==> config.mk <==
export PLATFORM = sky130hd
export DESIGN_NAME = flash_word_packer_flat
export DESIGN_NICKNAME = d
export VERILOG_FILES = /design/src/rtl/flash_word_packer_if.sv /design/src/rtl/flash_word_packer.sv /design/src/flat_wrapper.sv
export SDC_FILE = /design/constraint.sdc
export NUM_CORES = 1
export LEC_CHECK = 0
export ABC_AREA = 1
export BUFFER_PORTS_ARGS = -buffer_cell sky130_fd_sc_hd__buf_2
export CORE_MARGIN = 2
export CORE_UTILIZATION = 40
export CTS_BUF_LIST = sky130_fd_sc_hd__clkbuf_8
export CTS_CLUSTER_DIAMETER = 120
export DETAILED_ROUTE_END_ITERATION = 16
export PLACE_DENSITY = 0.67
export REMOVE_ABC_BUFFERS = 1
export SYNTH_ARGS = -nofsm -noshare
export SYNTH_HDL_FRONTEND = slang
export SYNTH_SLANG_ARGS = --single-unit
==> constraint.sdc <==
create_clock -name clk_74a -period 2.6 [get_ports clk_74a]
set_clock_uncertainty 0.15 [all_clocks]
set_input_delay 0.13 -clock clk_74a [delete_from_list [all_inputs] [get_ports clk_74a]]
set_output_delay 0.13 -clock clk_74a [all_outputs]
set_load 0.1 [all_outputs]
==> src/rtl/flash_word_packer_if.sv <==
// Byte-write stream in, packed word-write stream out, for flash_word_packer.
// The packer takes the master modport; the loader/memory side takes the slave modport.
`timescale 1ns/1ps
interface flash_word_packer_if #(
   parameter int unsigned BYTE_ADDR_WIDTH = 15
);
   logic                       in_wr_en;
   logic [BYTE_ADDR_WIDTH-1:0] in_wr_addr;
   logic [7:0]                 in_wr_data;
   logic                       flush;
   logic                       out_valid;
   logic                       out_ready;
   logic [BYTE_ADDR_WIDTH-2:0] out_word_addr;
   logic [15:0]                out_word_data;
   logic [1:0]                 out_byte_en;

   modport master (
      input  in_wr_en,
      input  in_wr_addr,
      input  in_wr_data,
      input  flush,
      input  out_ready,
      output out_valid,
      output out_word_addr,
      output out_word_data,
      output out_byte_en
   );

   modport slave (
      output in_wr_en,
      output in_wr_addr,
      output in_wr_data,
      output flush,
      output out_ready,
      input  out_valid,
      input  out_word_addr,
      input  out_word_data,
      input  out_byte_en
   );
endinterface

==> src/rtl/flash_word_packer.sv <==
// Packs the loader's byte writes into 16-bit little-endian word writes and
// buffers them in a show-ahead FIFO drained through a valid/ready port.
`timescale 1ns/1ps
module flash_word_packer #(
   parameter int unsigned FIFO_DEPTH      = 4,
   parameter int unsigned BYTE_ADDR_WIDTH = 15
) (
   input  logic                       clk_74a,
   input  logic                       reset_n,
   flash_word_packer_if.master        bus,
   output logic                       busy,
   output logic                       overflow,
   output logic [BYTE_ADDR_WIDTH-2:0] word_count
);
   localparam int unsigned WordAw = BYTE_ADDR_WIDTH - 1;
   localparam int unsigned IdxW   = $clog2(FIFO_DEPTH);
   localparam int unsigned PtrW   = IdxW + 1;

   typedef struct packed {
      logic [WordAw-1:0] addr;
      logic [15:0]       data;
      logic [1:0]        be;
   } entry_t;

   // Pending (partially assembled) word and deferred flush
   logic   r_pend_valid;
   entry_t r_pend;
   logic   r_defer;

   logic   w_pend_valid_d;
   entry_t w_pend_d;
   logic   w_defer_d;

   // FIFO storage and wrap-bit pointers
   entry_t            r_mem [FIFO_DEPTH];
   logic [PtrW-1:0]   r_wr_ptr;
   logic [PtrW-1:0]   r_rd_ptr;
   logic              r_overflow;
   logic [WordAw-1:0] r_word_count;

   logic [WordAw-1:0] w_word;
   logic              w_lane;
   logic              w_same_word;
   entry_t            w_new_entry;
   entry_t            w_merged;
   entry_t            w_push_entry;
   entry_t            w_head;
   logic              w_push;
   logic              w_push_ok;
   logic              w_drop;
   logic              w_pop;
   logic              w_empty;
   logic              w_full;

   assign w_word      = bus.in_wr_addr[BYTE_ADDR_WIDTH-1:1];
   assign w_lane      = bus.in_wr_addr[0];
   assign w_same_word = (r_pend.addr == w_word);

   always_comb begin
      w_new_entry      = '0;
      w_new_entry.addr = w_word;
      if (w_lane) begin
         w_new_entry.data = {bus.in_wr_data, 8'h00};
         w_new_entry.be   = 2'b10;
      end else begin
         w_new_entry.data = {8'h00, bus.in_wr_data};
         w_new_entry.be   = 2'b01;
      end
   end

   always_comb begin
      w_merged      = r_pend;
      w_merged.be   = 2'b11;
      if (w_lane) begin
         w_merged.data = {bus.in_wr_data, r_pend.data[7:0]};
      end else begin
         w_merged.data = {r_pend.data[15:8], bus.in_wr_data};
      end
   end

   // Byte writes take priority; a flush that collides with one waits in r_defer
   always_comb begin
      w_pend_valid_d = r_pend_valid;
      w_pend_d       = r_pend;
      w_defer_d      = r_defer;
      w_push         = 1'b0;
      w_push_entry   = r_pend;
      if (bus.in_wr_en) begin
         if (bus.flush) begin
            w_defer_d = 1'b1;
         end
         if (!r_pend_valid) begin
            w_pend_valid_d = 1'b1;
            w_pend_d       = w_new_entry;
         end else if (w_same_word && !r_pend.be[w_lane]) begin
            w_push         = 1'b1;
            w_push_entry   = w_merged;
            w_pend_valid_d = 1'b0;
         end else begin
            w_push       = 1'b1;
            w_push_entry = r_pend;
            w_pend_d     = w_new_entry;
         end
      end else if (bus.flush || r_defer) begin
         w_defer_d = 1'b0;
         if (r_pend_valid) begin
            w_push         = 1'b1;
            w_pend_valid_d = 1'b0;
         end
      end
   end

   always_ff @(posedge clk_74a or negedge reset_n) begin
      if (!reset_n) begin
         r_pend_valid <= 1'b0;
         r_pend       <= '0;
         r_defer      <= 1'b0;
      end else begin
         r_pend_valid <= w_pend_valid_d;
         r_pend       <= w_pend_d;
         r_defer      <= w_defer_d;
      end
   end

   assign w_empty = (r_wr_ptr == r_rd_ptr);
   assign w_full  = (r_wr_ptr[IdxW] != r_rd_ptr[IdxW]) &&
                    (r_wr_ptr[IdxW-1:0] == r_rd_ptr[IdxW-1:0]);
   assign w_pop     = !w_empty && bus.out_ready;
   // When full, a same-cycle pop frees the slot being written
   assign w_push_ok = w_push && (!w_full || w_pop);
   assign w_drop    = w_push && w_full && !w_pop;

   always_ff @(posedge clk_74a or negedge reset_n) begin
      if (!reset_n) begin
         for (int i = 0; i < FIFO_DEPTH; i++) begin
            r_mem[i] <= '0;
         end
      end else if (w_push_ok) begin
         r_mem[r_wr_ptr[IdxW-1:0]] <= w_push_entry;
      end
   end

   always_ff @(posedge clk_74a or negedge reset_n) begin
      if (!reset_n) begin
         r_wr_ptr     <= '0;
         r_rd_ptr     <= '0;
         r_overflow   <= 1'b0;
         r_word_count <= '0;
      end else begin
         if (w_push_ok) begin
            r_wr_ptr     <= r_wr_ptr + PtrW'(1);
            r_word_count <= r_word_count + WordAw'(1);
         end
         if (w_pop) begin
            r_rd_ptr <= r_rd_ptr + PtrW'(1);
         end
         if (w_drop) begin
            r_overflow <= 1'b1;
         end
      end
   end

   assign w_head            = r_mem[r_rd_ptr[IdxW-1:0]];
   assign bus.out_valid     = !w_empty;
   assign bus.out_word_addr = w_head.addr;
   assign bus.out_word_data = w_head.data;
   assign bus.out_byte_en   = w_head.be;

   assign busy       = r_pend_valid | r_defer | !w_empty;
   assign overflow   = r_overflow;
   assign word_count = r_word_count;
endmodule

==> src/flat_wrapper.sv <==
// flat-port wrapper written by rule: the top's interface ports become plain ports
module flash_word_packer_flat 
#(
   parameter int unsigned FIFO_DEPTH      = 4,
   parameter int unsigned BYTE_ADDR_WIDTH = 15
)
  (clk_74a, reset_n, busy, overflow, word_count, bus_in_wr_en, bus_in_wr_addr, bus_in_wr_data, bus_flush, bus_out_ready, bus_out_valid, bus_out_word_addr, bus_out_word_data, bus_out_byte_en);
  flash_word_packer_if #(.BYTE_ADDR_WIDTH(BYTE_ADDR_WIDTH)) bus_i ();
  input  logic clk_74a;
  input  logic reset_n;
  output logic busy;
  output logic overflow;
  output logic [BYTE_ADDR_WIDTH-2:0] word_count;
  input wire logic [$bits(bus_i.in_wr_en)-1:0] bus_in_wr_en;
  input wire logic [$bits(bus_i.in_wr_addr)-1:0] bus_in_wr_addr;
  input wire logic [$bits(bus_i.in_wr_data)-1:0] bus_in_wr_data;
  input wire logic [$bits(bus_i.flush)-1:0] bus_flush;
  input wire logic [$bits(bus_i.out_ready)-1:0] bus_out_ready;
  output wire logic [$bits(bus_i.out_valid)-1:0] bus_out_valid;
  output wire logic [$bits(bus_i.out_word_addr)-1:0] bus_out_word_addr;
  output wire logic [$bits(bus_i.out_word_data)-1:0] bus_out_word_data;
  output wire logic [$bits(bus_i.out_byte_en)-1:0] bus_out_byte_en;
  assign bus_i.in_wr_en = bus_in_wr_en;
  assign bus_i.in_wr_addr = bus_in_wr_addr;
  assign bus_i.in_wr_data = bus_in_wr_data;
  assign bus_i.flush = bus_flush;
  assign bus_i.out_ready = bus_out_ready;
  assign bus_out_valid = bus_i.out_valid;
  assign bus_out_word_addr = bus_i.out_word_addr;
  assign bus_out_word_data = bus_i.out_word_data;
  assign bus_out_byte_en = bus_i.out_byte_en;
  flash_word_packer #(.FIFO_DEPTH(FIFO_DEPTH), .BYTE_ADDR_WIDTH(BYTE_ADDR_WIDTH)) u_core (.clk_74a(clk_74a), .reset_n(reset_n), .bus(bus_i), .busy(busy), .overflow(overflow), .word_count(word_count));
endmodule
==> results by group, run 1 <==
STA
  • Tightest slew margin relative to the limit: 55.0%
  • Setup-failing EPs final: 0
  • Fmax: 0.407 GHz
  • Max Transition Viols Final: 0
  • Transition time at the pin with the least slew margin: 0.676 ns
  • Setup slack of the critical path after layout: 0.144 ns
  • Final period utilization: 94.5%
  • RSZ-0062 raised after global routing: false
  • Final critical-path required period: 2.46 ns
  • Total count of hold-check failures in the final report: 0

Clock tree
  • Clock network latency to the later pin of the worst-skew pair: 0.46 ns
  • Post-CTS Setup Bufs: 0
  • Number of buffers inserted during clock tree synthesis: 17
  • TritonCTS Sinks: 183
  • Clock slew at the register clock pins of the worst setup and hold paths: 0.09 ns
  • CTS root buffer: sky130_fd_sc_hd__clkbuf_8
  • Maximum count of clock buffers along a single path: 2
  • Depth of the CTS H-tree: 4
  • TritonCTS clock tree: done

Synthesis
  • Register bit total from synthesis: 183
  • Netlist cell types: 38
  • Synthesized area per cell: 7.92 sq um
  • Proportion of synthesized chip area in sequential cells: 52.3%
  • Post-Syn Area: 8760 sq um
  • Number of warning messages in the yosys log: 0
  • Synthesized instance count: 1,106

Status
  • Result of the run: completed

Die
  • Die area: 23,100 sq um
  • Starting density of the core: 40.5%
  • I/O pin count: 77
  • Overall die height: 152 microns
  • Overall die width: 152 microns
  • Core area: 21,600 sq um
  • Total number of placement rows: 54

Worst setup path
  • Arrival time at the worst endpoint: 2.18 ns
  • Most prevalent standard cell on the critical path: sky130_fd_sc_hd__buf_4
  • Type of element capturing the critical path: output pin
  • Endpoint required time on the critical path: 2.32 ns
  • Crit path launch type: flop
  • Cell-by-cell listing of the critical path: buf_4 -> inv_2 -> buf_4 -> o21ai_0 -> o22ai_1 -> buf_12
  • Register-to-Register Setup Slack: 0.46 ns
  • Worst Path Class, Setup: flop to output pin
  • Highest cell delay on the worst timing path: 0.43 ns
  • Launch point of the worst reg-to-reg path: u_core.r_pend[31]
  • Crit-path slowest cell: sky130_fd_sc_hd__dfrtp_2
  • Crit-path max FO: 33
  • Endpoint of the lowest-slack register-to-register path: u_core.r_mem[109]
  • Crit path to: bus_out_word_addr[13]
  • Number of cell instances on the worst register-to-register path: 12
  • CP startpoint: u_core.r_rd_ptr[0]

Global route
  • Gr usage total: 19.7%
  • Initial antenna violation count: 0
  • Wire length of the first global-routing pass: 37,200 microns
  • Maximum number of pins on one net before global-route repair: 70
  • Vias in the first global route: 7,376
  • Residual overflow from global routing: 0

Final layout
  • Total number of nets in the final design: 1,227
  • Antenna Diode Count: 0
  • Fraction of final layout cells with drive strength greater than 1: 13.8%
  • Summed area of non-filler cells in the final layout: 10,700 sq um
  • Area growth from synthesis to layout: 21.7%

Route
  • Final antenna-violating net count: 0
  • Total via count in the routed design: 7,456
  • Met3 WL: 982 microns
  • Uppermost layer routed: met4
  • Drt pass-1 iters: 5
  • Detailed router's first-iteration violation count: 632
  • Vias per cell: 5.02
  • Met2 WL: 10,500 microns
  • Post-route DRC: 0
  • Post-detailed-route wirelength per cell: 14.8 microns
  • Post-detailed-routing wire length: 22,000 microns
  • WL met1: 10,100 microns

Hold path
  • Class of the worst hold path: input port to async pin

Job
  • Number of maximum-capacitance violations: 0

Placed design
  • Half-perimeter wire length after placement: 14,400 microns
  • Place WS: 0.472 ns
  • Final Wtd Congestion: 0.875
  • Buffers on Ports: 76
  • Dpl cell area: 9930 sq um
## critical path, delay by kind of cell (launching register included)
kind | cells | cell delay [ns]
AO/OA/AOI/OAI | 2 | 0.43
flip-flops | 1 | 0.43
buffers and inverters | 4 | 0.85
## synth_stat cells (all sizes together)
cell type	count	area [sq um]
o21bai	1	7.51
o21ai	166	842
nand4	4	25.0
a21boi	6	45.0
buf	31	208
xor2	12	105
nand3b	1	7.51
dfrtp	183	4580
o22ai	32	200
nor2	97	437
nand2	448	1710
ha	6	75.1
or2	1	6.26
clkinv	1	3.75
a21oi	4	23.8
inv	69	262
or3	1	6.26
clkbuf	23	88.8
xnor2	5	43.8
nor3	7	35.0
nand3	8	45.0
## cell usage in the layout, fill, tap and decap left out, types with 26 or more instances in the layout
| master | count |
|---|---|
| sky130_fd_sc_hd__o22ai_1 | 30 |
| sky130_fd_sc_hd__nor2_1 | 90 |
| sky130_fd_sc_hd__buf_2 | 41 |
| sky130_fd_sc_hd__inv_1 | 49 |
| sky130_fd_sc_hd__dfrtp_1 | 182 |
| sky130_fd_sc_hd__nand2_1 | 443 |
| sky130_fd_sc_hd__o21ai_1 | 26 |
| sky130_fd_sc_hd__o21ai_0 | 137 |
| sky130_fd_sc_hd__dlygate4sd3_1 | 28 |
| sky130_fd_sc_hd__buf_12 | 41 |
## registers in the layout (all words and copies together), names as in the netlist
| register | flops |
|---|---|
| u_core.r_pend_valid | 1 |
| u_core.overflow | 1 |
| u_core.word_count | 14 |
| u_core.r_rd_ptr | 3 |
| u_core.r_mem | 128 |
| u_core.r_defer | 1 |
| u_core.r_wr_ptr | 3 |
| u_core.r_pend | 32 |
## what timing repair did
item,in CTS,in global routing
hold buffers,28,0
endpoints found under the setup margin,0,2
endpoints found under the hold margin,102,0
gates resized for setup,0,2
## area by class of cell
class | count | area (sq um)
sequential | 183 | 4580
clock inverter | 11 | 156
tap | 280 | 350
multi-input combinational | 799 | 3630
fill | 2051 | 11000
clock buffer | 20 | 275
timing repair buffer | 122 | 1400
inverter | 70 | 265
## per-stage QoR
stage               std cells  hold slack [ns]  TNS (ns)  utilization (%)
CTS                      1485            0.110         0             49.2
floorplan                1052           -0.316    -46.46                -
detailed placement       1426           0.0522         0             45.9
global route             1485            0.136         0             49.3
global placement         1426           0.0436         0             45.9
finish                   1485           0.0997         0             49.3
## cells by family after synthesis
| group | share of synthesized area (%) |
|---|---|
| flip-flops | 52.3 |
| AND/OR/NAND/NOR | 26.0 |
| XOR/XNOR | 1.70 |
| adder cells (fa/ha/maj) | 0.857 |
| AO/OA/AOI/OAI | 12.8 |
| buffers and inverters | 6.42 |
## worst min path at each step
| stage | startpoint | endpoint | slack (ns) | cells past startpoint |
|---|---|---|---|---|
| 6_report | reset_n | u_core.word_count[4] | 0.1 | 2 |
| 5_1_grt | reset_n | u_core.word_count[4] | 0.14 | 2 |
| 4_1_cts | reset_n | u_core.word_count[10] | 0.11 | 2 |
| 3_5_place_dp | reset_n | u_core.word_count[10] | 0.05 | 1 |
| 3_3_place_gp | reset_n | u_core.word_count[10] | 0.04 | 1 |
| 2_1_floorplan | reset_n | u_core.overflow | -0.32 | 0 |
## layer usage
layer	vias up	GRT usage (%)
met5	-	0
met4	0	6.01
met1	3563	27.0
met3	29	3.71
li1	3682	-
met2	182	31.9
Power of run 1 is not shown: default switching activity piles up to over one toggle a cycle in this logic, so the estimate is an artifact.
==> inputs of run 2 (changes only) <==
==> constraint.sdc (replaced) <==
create_clock -name clk_74a -period 3.1 [get_ports clk_74a]
set_clock_uncertainty 0.15 [all_clocks]
set_input_delay 0.155 -clock clk_74a [delete_from_list [all_inputs] [get_ports clk_74a]]
set_output_delay 0.155 -clock clk_74a [all_outputs]
set_load 0.1 [all_outputs]
==> run 2 against run 1 <==
Worst hold slack improved by 0.026 ns. Clock-buffer cell count is 1 lower. Setup slack got worse by 0.028 ns. Via count is essentially flat. Utilization is 2.7 points lower. Global-route usage grew 0.43 points. Sequential cell count unchanged. Critical path depth fell by 1. Wire length grew 2.9%. Final area shrank 5.5%. First-iteration DRC count unchanged.
==> results by group, run 2 (same netlist as run 1, synthesis figures left out) <==
Hold path
  • Class of the worst hold path: input port to async pin

Worst setup path
  • Crit path launch type: flop
  • Crit-path slowest cell: sky130_fd_sc_hd__dfrtp_2
  • Launch point of the worst reg-to-reg path: u_core.r_rd_ptr[0]
  • Arrival time at the worst endpoint: 2.68 ns (+0.50 ns)
  • Crit path buf inv count: 3 (-1)
  • Crit-path max FO: 36 (+9.1%)
  • Highest cell delay on the worst timing path: 0.57 ns (+0.14 ns)
  • Endpoint required time on the critical path: 2.79 ns (+0.47 ns)
  • Category of cells accounting for the largest share of critical-path delay: buffers and inverters
  • Cell-by-cell listing of the critical path: inv_2 -> buf_12 -> o21ai_0 -> o22ai_1 -> buf_2
  • Type of element capturing the critical path: output pin
  • Register-to-Register Setup Slack: 0.72 ns (+0.26 ns)
  • Worst Path Class, Setup: flop to output pin
  • Endpoint of the lowest-slack register-to-register path: u_core.r_mem[124]
  • Number of cell instances on the worst register-to-register path: 9 (-3)

STA
  • Max Transition Viols Final: 0 (unchanged)
  • Final period utilization: 96.3%
  • Tightest slew margin relative to the limit: 50.4% (-4.6 points)
  • Final critical-path required period: 2.98 ns
  • Transition time at the pin with the least slew margin: 0.742 ns (+0.0664 ns)
  • RSZ-0062 raised after global routing: true
  • Total count of hold-check failures in the final report: 0 (unchanged)
  • Setup-failing EPs final: 0 (unchanged)
  • Setup slack of the critical path after layout: 0.115 ns (-0.0283 ns)
  • Fmax: 0.335 GHz
  • Worst slack on hold paths: 0.126 ns (+0.0260 ns)

Die
  • I/O pin count: 77 (unchanged)
  • Die area: 23,100 sq um (unchanged)
  • Starting density of the core: 40.5% (unchanged)
  • Core area: 21,600 sq um (unchanged)
  • Total number of placement rows: 54 (unchanged)
  • Overall die width: 152 microns (unchanged)
  • Overall die height: 152 microns (unchanged)

Placed design
  • Final Wtd Congestion: 0.828 (-5.4%)
  • Half-perimeter wire length after placement: 14,500 microns (+1.0%)
  • Buffers on Ports: 76 (unchanged)
  • Place WS: 0.606 ns (+0.134 ns)
  • Dpl cell area: 9380 sq um (-5.6%)

Clock tree
  • Depth of the CTS H-tree: 4 (unchanged)
  • TritonCTS Sinks: 183 (unchanged)
  • Clock slew at the register clock pins of the worst setup and hold paths: 0.09 ns (about the same)
  • Number of buffers inserted during clock tree synthesis: 17 (unchanged)
  • Post-CTS Setup Bufs: 0 (unchanged)
  • Clock network latency to the later pin of the worst-skew pair: 0.47 ns (about the same)
  • Maximum count of clock buffers along a single path: 2 (unchanged)
  • CTS root buffer: sky130_fd_sc_hd__clkbuf_8
  • TritonCTS clock tree: done

Route
  • Detailed router's first-iteration violation count: 632 (unchanged)
  • Total via count in the routed design: 7,454 (-0.027%)
  • Drt pass-1 iters: 5 (unchanged)
  • Vias per cell: 5.03 (+0.11%)
  • Post-detailed-route wirelength per cell: 15.3 microns (+3.1%)
  • Post-detailed-routing wire length: 22,600 microns (+2.9%)
  • Post-route DRC: 0 (unchanged)
  • Final antenna-violating net count: 0 (unchanged)

Status
  • Result of the run: completed

Final layout
  • Total number of nets in the final design: 1,224 (-0.24%)
  • Fraction of final layout cells with drive strength greater than 1: 13.4% (-0.39 points)
  • Final Core Density: 46.6% (-2.7 points)
  • Area growth from synthesis to layout: 15.0%
  • Antenna Diode Count: 0 (unchanged)
  • Most common library cell in the layout ignoring fill and taps: sky130_fd_sc_hd__nand2_1
  • Top reg by flops: u_core.r_mem
  • Filler cell count in the final layout: 2,164 (+5.5%)
  • Summed area of non-filler cells in the final layout: 10,100 sq um (-5.5%)
  • Area used by multi-input combinational logic: 3620 sq um (-0.34%)
  • Number of flip-flops under the largest register name: 128 (unchanged)
  • Area taken by flip-flops and latches: 4580 sq um (unchanged)
  • Most frequent cells in the layout: sky130_fd_sc_hd__nand2_1 (443), sky130_fd_sc_hd__dfrtp_1 (182), sky130_fd_sc_hd__o21ai_0 (137)

Global route
  • Vias in the first global route: 7,262 (-1.5%)
  • Maximum number of pins on one net before global-route repair: 77 (+10%)
  • Gr usage total: 20.1% (+0.43 points)
  • Wire length of the first global-routing pass: 37,500 microns (+0.87%)
  • Residual overflow from global routing: 0 (unchanged)
  • Initial antenna violation count: 0 (unchanged)

Job
  • Number of maximum-capacitance violations: 0 (unchanged)
-- run 2: cell count changes in the layout (fill, tap and decap cells not counted) --
cell                            before  now
sky130_fd_sc_hd__clkinv_4            0    2
sky130_fd_sc_hd__clkbuf_8           20   19
sky130_fd_sc_hd__buf_4              11    8
sky130_fd_sc_hd__dlygate4sd3_1      28   30
sky130_fd_sc_hd__o22ai_1            30   32
sky130_fd_sc_hd__inv_1              49   48
sky130_fd_sc_hd__buf_2              41   74
sky130_fd_sc_hd__buf_12             41    6
sky130_fd_sc_hd__inv_8               0    1
sky130_fd_sc_hd__clkinv_2            2    4
sky130_fd_sc_hd__o22ai_2             2    0
sky130_fd_sc_hd__bufinv_16           4    2
-- run 2: area by class of cell --
| cell class | count | area share [%] |
|---|---|---|
| flip-flops and latches | 183 | 45.5 |
| multi-input cells | 799 | 35.9 |
| clock buffers | 19 | 2.60 |
| inverters | 70 | 2.63 |
| repair buffers | 119 | 8.56 |
| well taps | 280 | 3.48 |
| clock inverters | 13 | 1.30 |
-- run 2: metrics by stage --
stage	cells	setup TNS, ns
floorplan	1052	-25.89
global placement	1421	0
detailed placement	1421	0
CTS	1483	0
global route	1483	-0.0271
finish	1483	0
-- run 2: how the worst max path moves through the flow --
stage,slack [ns],to,cells past startpoint,from
3_3_place_gp,0.63,bus_out_byte_en[0],5,u_core.r_rd_ptr[0]
3_5_place_dp,0.61,bus_out_byte_en[0],5,u_core.r_rd_ptr[0]
4_1_cts,0.08,bus_out_byte_en[0],5,u_core.r_rd_ptr[0]
6_report,0.12,bus_out_byte_en[0],5,u_core.r_rd_ptr[0]
2_1_floorplan,-0.80,bus_out_byte_en[0],3,u_core.r_rd_ptr[0]
5_1_grt,-0.03,bus_out_byte_en[0],5,u_core.r_rd_ptr[0]
-- run 2: timing repair --
action | CTS | global route
hold endpoints to repair | 110 | 0
hold buffers | 30 | 0
endpoints found under the setup margin | 0 | 1
gates resized for setup | 0 | 0
-- run 2: layer usage --
metal | wire [microns] | track usage [%] | up-vias | part of all wire (%)
li1 | - | - | 3670 | -
met1 | 10600 | 27.2 | 3586 | 47
met2 | 10800 | 33.0 | 174 | 48
met3 | 931 | 3.96 | 24 | 4.1
met4 | 325 | 5.79 | 0 | 1.4
met5 | 0 | 0 | - | 0
-- run 2: worst reg2reg max path, stage by stage (launching register included) --
cell	delay [ns]
sky130_fd_sc_hd__dfrtp_2	0.63
sky130_fd_sc_hd__xor2_1	0.22
sky130_fd_sc_hd__a21oi_2	0.08
sky130_fd_sc_hd__nand2_4	0.09
sky130_fd_sc_hd__nand2_8	0.14
sky130_fd_sc_hd__nor2_8	0.32
sky130_fd_sc_hd__inv_2	0.22
sky130_fd_sc_hd__buf_12	0.24
sky130_fd_sc_hd__nand2_1	0.09
sky130_fd_sc_hd__o21ai_0	0.08
Power of run 2 is left out for the same reason.
==> inputs of run 3 (changes only) <==
--- a/config.mk
+++ b/config.mk
@@ -8,11 +8,11 @@
 export ABC_AREA = 1
 export BUFFER_PORTS_ARGS = -buffer_cell sky130_fd_sc_hd__buf_2
 export CORE_MARGIN = 2
-export CORE_UTILIZATION = 40
+export CORE_UTILIZATION = 60
 export CTS_BUF_LIST = sky130_fd_sc_hd__clkbuf_8
 export CTS_CLUSTER_DIAMETER = 120
 export DETAILED_ROUTE_END_ITERATION = 16
-export PLACE_DENSITY = 0.67
+export PLACE_DENSITY = 0.9
 export REMOVE_ABC_BUFFERS = 1
 export SYNTH_ARGS = -nofsm -noshare
 export SYNTH_HDL_FRONTEND = slang
==> run 3 against run 2 <==
Die area down 33%. Worst hold slack better by 0.015 ns. Sequential share of layout area rose by 0.77 points. Wire length shrank 3.7%. Critical path type unchanged. Register-to-register slack worse by 0.03 ns. Cell count fell by 6.5%. Sequential cell count is the same. Critical endpoint unchanged. First-iteration DRC count grew 30%. Utilization is 22 points higher. Via count grew 4.7%. Setup slack gained 0.094 ns.
==> results by group, run 3 (same netlist as run 1, synthesis figures left out) <==
Route
  • Post-detailed-route wirelength per cell: 15.7 microns (+3.0%)
  • Total via count in the routed design: 7,805 (+4.7%)
  • Post-route DRC: 0 (unchanged)
  • Final antenna-violating net count: 0 (unchanged)
  • Vias per cell: 5.63 (+12%)
  • Drt pass-1 iters: 5 (unchanged)
  • Post-detailed-routing wire length: 21,800 microns (-3.7%)
  • Detailed router's first-iteration violation count: 823 (+30%)

Final layout
  • Area used by multi-input combinational logic: 3620 sq um (unchanged)
  • Final Core Density: 68.9% (+22 points)
  • Total number of nets in the final design: 1,223 (-0.082%)
  • Most common library cell in the layout ignoring fill and taps: sky130_fd_sc_hd__nand2_1
  • Most frequent cells in the layout: sky130_fd_sc_hd__nand2_1 (443), sky130_fd_sc_hd__dfrtp_1 (182), sky130_fd_sc_hd__o21ai_0 (137)
  • Area taken by flip-flops and latches: 4580 sq um (unchanged)
  • Non-filler instance count after layout: 1,386 (-6.5%)
  • Top reg by flops: u_core.r_mem
  • Filler cell count in the final layout: 1,047 (-52%)
  • Fraction of final layout cells with drive strength greater than 1: 13.3% (-0.072 points)
  • Area growth from synthesis to layout: 13.1%
  • Antenna Diode Count: 0 (unchanged)
  • Number of flip-flops under the largest register name: 128 (unchanged)

Worst setup path
  • Crit-path max FO: 42 (+17%)
  • Crit path buf inv count: 2 (-1)
  • Highest cell delay on the worst timing path: 0.67 ns (+0.10 ns)
  • Cell-by-cell listing of the critical path: buf_4 -> o21ai_0 -> o22ai_1 -> buf_2
  • Type of element capturing the critical path: output pin
  • Category of cells accounting for the largest share of critical-path delay: buffers and inverters
  • Endpoint required time on the critical path: 2.79 ns (about the same)
  • Crit-path slowest cell: sky130_fd_sc_hd__dfrtp_2
  • Arrival time at the worst endpoint: 2.59 ns (-0.09 ns)
  • Crit path launch type: flop
  • Worst Path Class, Setup: flop to output pin

Clock tree
  • CTS root buffer: sky130_fd_sc_hd__clkbuf_8
  • Maximum count of clock buffers along a single path: 2 (unchanged)
  • TritonCTS clock tree: done
  • Clock slew at the register clock pins of the worst setup and hold paths: 0.09 ns (about the same)
  • Number of buffers inserted during clock tree synthesis: 17 (unchanged)
  • Post-CTS Setup Bufs: 0 (unchanged)
  • TritonCTS Sinks: 183 (unchanged)
  • Clock network latency to the later pin of the worst-skew pair: 0.47 ns (about the same)
  • Depth of the CTS H-tree: 4 (unchanged)

STA
  • Worst slack on hold paths: 0.141 ns (+0.0155 ns)
  • Transition time at the pin with the least slew margin: 0.763 ns (+0.0211 ns)
  • Final critical-path required period: 2.89 ns (-0.0937 ns)
  • Tightest slew margin relative to the limit: 49.1% (-1.2 points)
  • Final period utilization: 93.3% (-3.0 points)
  • Total count of hold-check failures in the final report: 0 (unchanged)
  • Max Transition Viols Final: 0 (unchanged)
  • Fmax: 0.346 GHz (+3.2%)
  • Setup-failing EPs final: 0 (unchanged)
  • RSZ-0062 raised after global routing: false
  • Setup slack of the critical path after layout: 0.209 ns (+0.0937 ns)

Hold path
  • Class of the worst hold path: input port to async pin

Placed design
  • Buffers on Ports: 76 (unchanged)
  • Final Wtd Congestion: 0.836 (+0.98%)
  • Half-perimeter wire length after placement: 13,200 microns (-9.0%)
  • Place WS: 0.751 ns (+0.145 ns)
  • Placed cell count: 1,325 (-6.8%)

Die
  • Overall die height: 125 microns (-18%)
  • Overall die width: 125 microns (-18%)
  • Total number of placement rows: 44 (-19%)
  • Core area: 14,400 sq um (-34%)
  • Die area: 15,600 sq um (-33%)
  • Starting density of the core: 60.9% (+20 points)
  • I/O pin count: 77 (unchanged)

Global route
  • Residual overflow from global routing: 0 (unchanged)
  • Maximum number of pins on one net before global-route repair: 84 (+9.1%)
  • Initial antenna violation count: 0 (unchanged)
  • Gr usage total: 29.4% (+9.3 points)
  • Vias in the first global route: 7,820 (+7.7%)
  • Wire length of the first global-routing pass: 37,000 microns (-1.4%)

Status
  • Result of the run: completed

Job
  • Number of maximum-capacitance violations: 0 (unchanged)
-- run 3: cell count changes in the layout (fill, tap and decap cells not counted) --
cell,previous run,this run
sky130_fd_sc_hd__buf_4,8,10
sky130_fd_sc_hd__buf_12,6,3
sky130_fd_sc_hd__clkinv_4,2,0
sky130_fd_sc_hd__inv_8,1,0
sky130_fd_sc_hd__dlygate4sd3_1,30,29
sky130_fd_sc_hd__buf_2,74,75
sky130_fd_sc_hd__clkbuf_8,19,21
sky130_fd_sc_hd__inv_1,48,49
-- run 3: through the flow --
step	area [sq um]	TNS, ns
after floorplan	8460	-25.89
after global placement	9220	0
after detailed placement	9220	0
after CTS	9900	0
after global routing	9900	0
final	9900	0
-- run 3: repair_timing --
action / 4_1_cts / 5_1_grt
endpoints found under the hold margin: 117 / 0
gates resized for setup: 0 / 0
setup endpoints to repair: 0 / 0
hold buffers: 29 / 0
-- run 3: metal layers --
layer / share of wire, % / track usage [%]
met1: 41 / 38.4
met2: 47 / 46.0
met3: 7.9 / 6.40
met4: 3.8 / 16.3
met5: 0 / 0
-- run 3: layout make-up --
class / instances / area share, %
repair buffers: 118 / 8.20
clock inverters: 11 / 1.07
multi-input cells: 799 / 36.5
flip-flops and latches: 183 / 46.3
clock buffers: 21 / 2.92
inverters: 70 / 2.68
well taps: 184 / 2.33
-- run 3: worst paths after layout --
kind                                         start                 end  slack, ns  depth (start not counted)
worst max-delay path            u_core.r_rd_ptr[0]  bus_out_byte_en[0]       0.21                          4
worst min-delay path                       reset_n    u_core.r_mem[19]       0.14                          2
worst max register to register  u_core.r_rd_ptr[0]   u_core.r_mem[116]       0.69                          9
worst min register to register    u_core.r_mem[77]    u_core.r_mem[77]       0.33                          2
max in group asynchronous                  reset_n    u_core.r_mem[77]       1.77                          3
min in group clk_74a              u_core.r_mem[77]    u_core.r_mem[77]       0.33                          2
Power of run 3 is left out for the same reason.
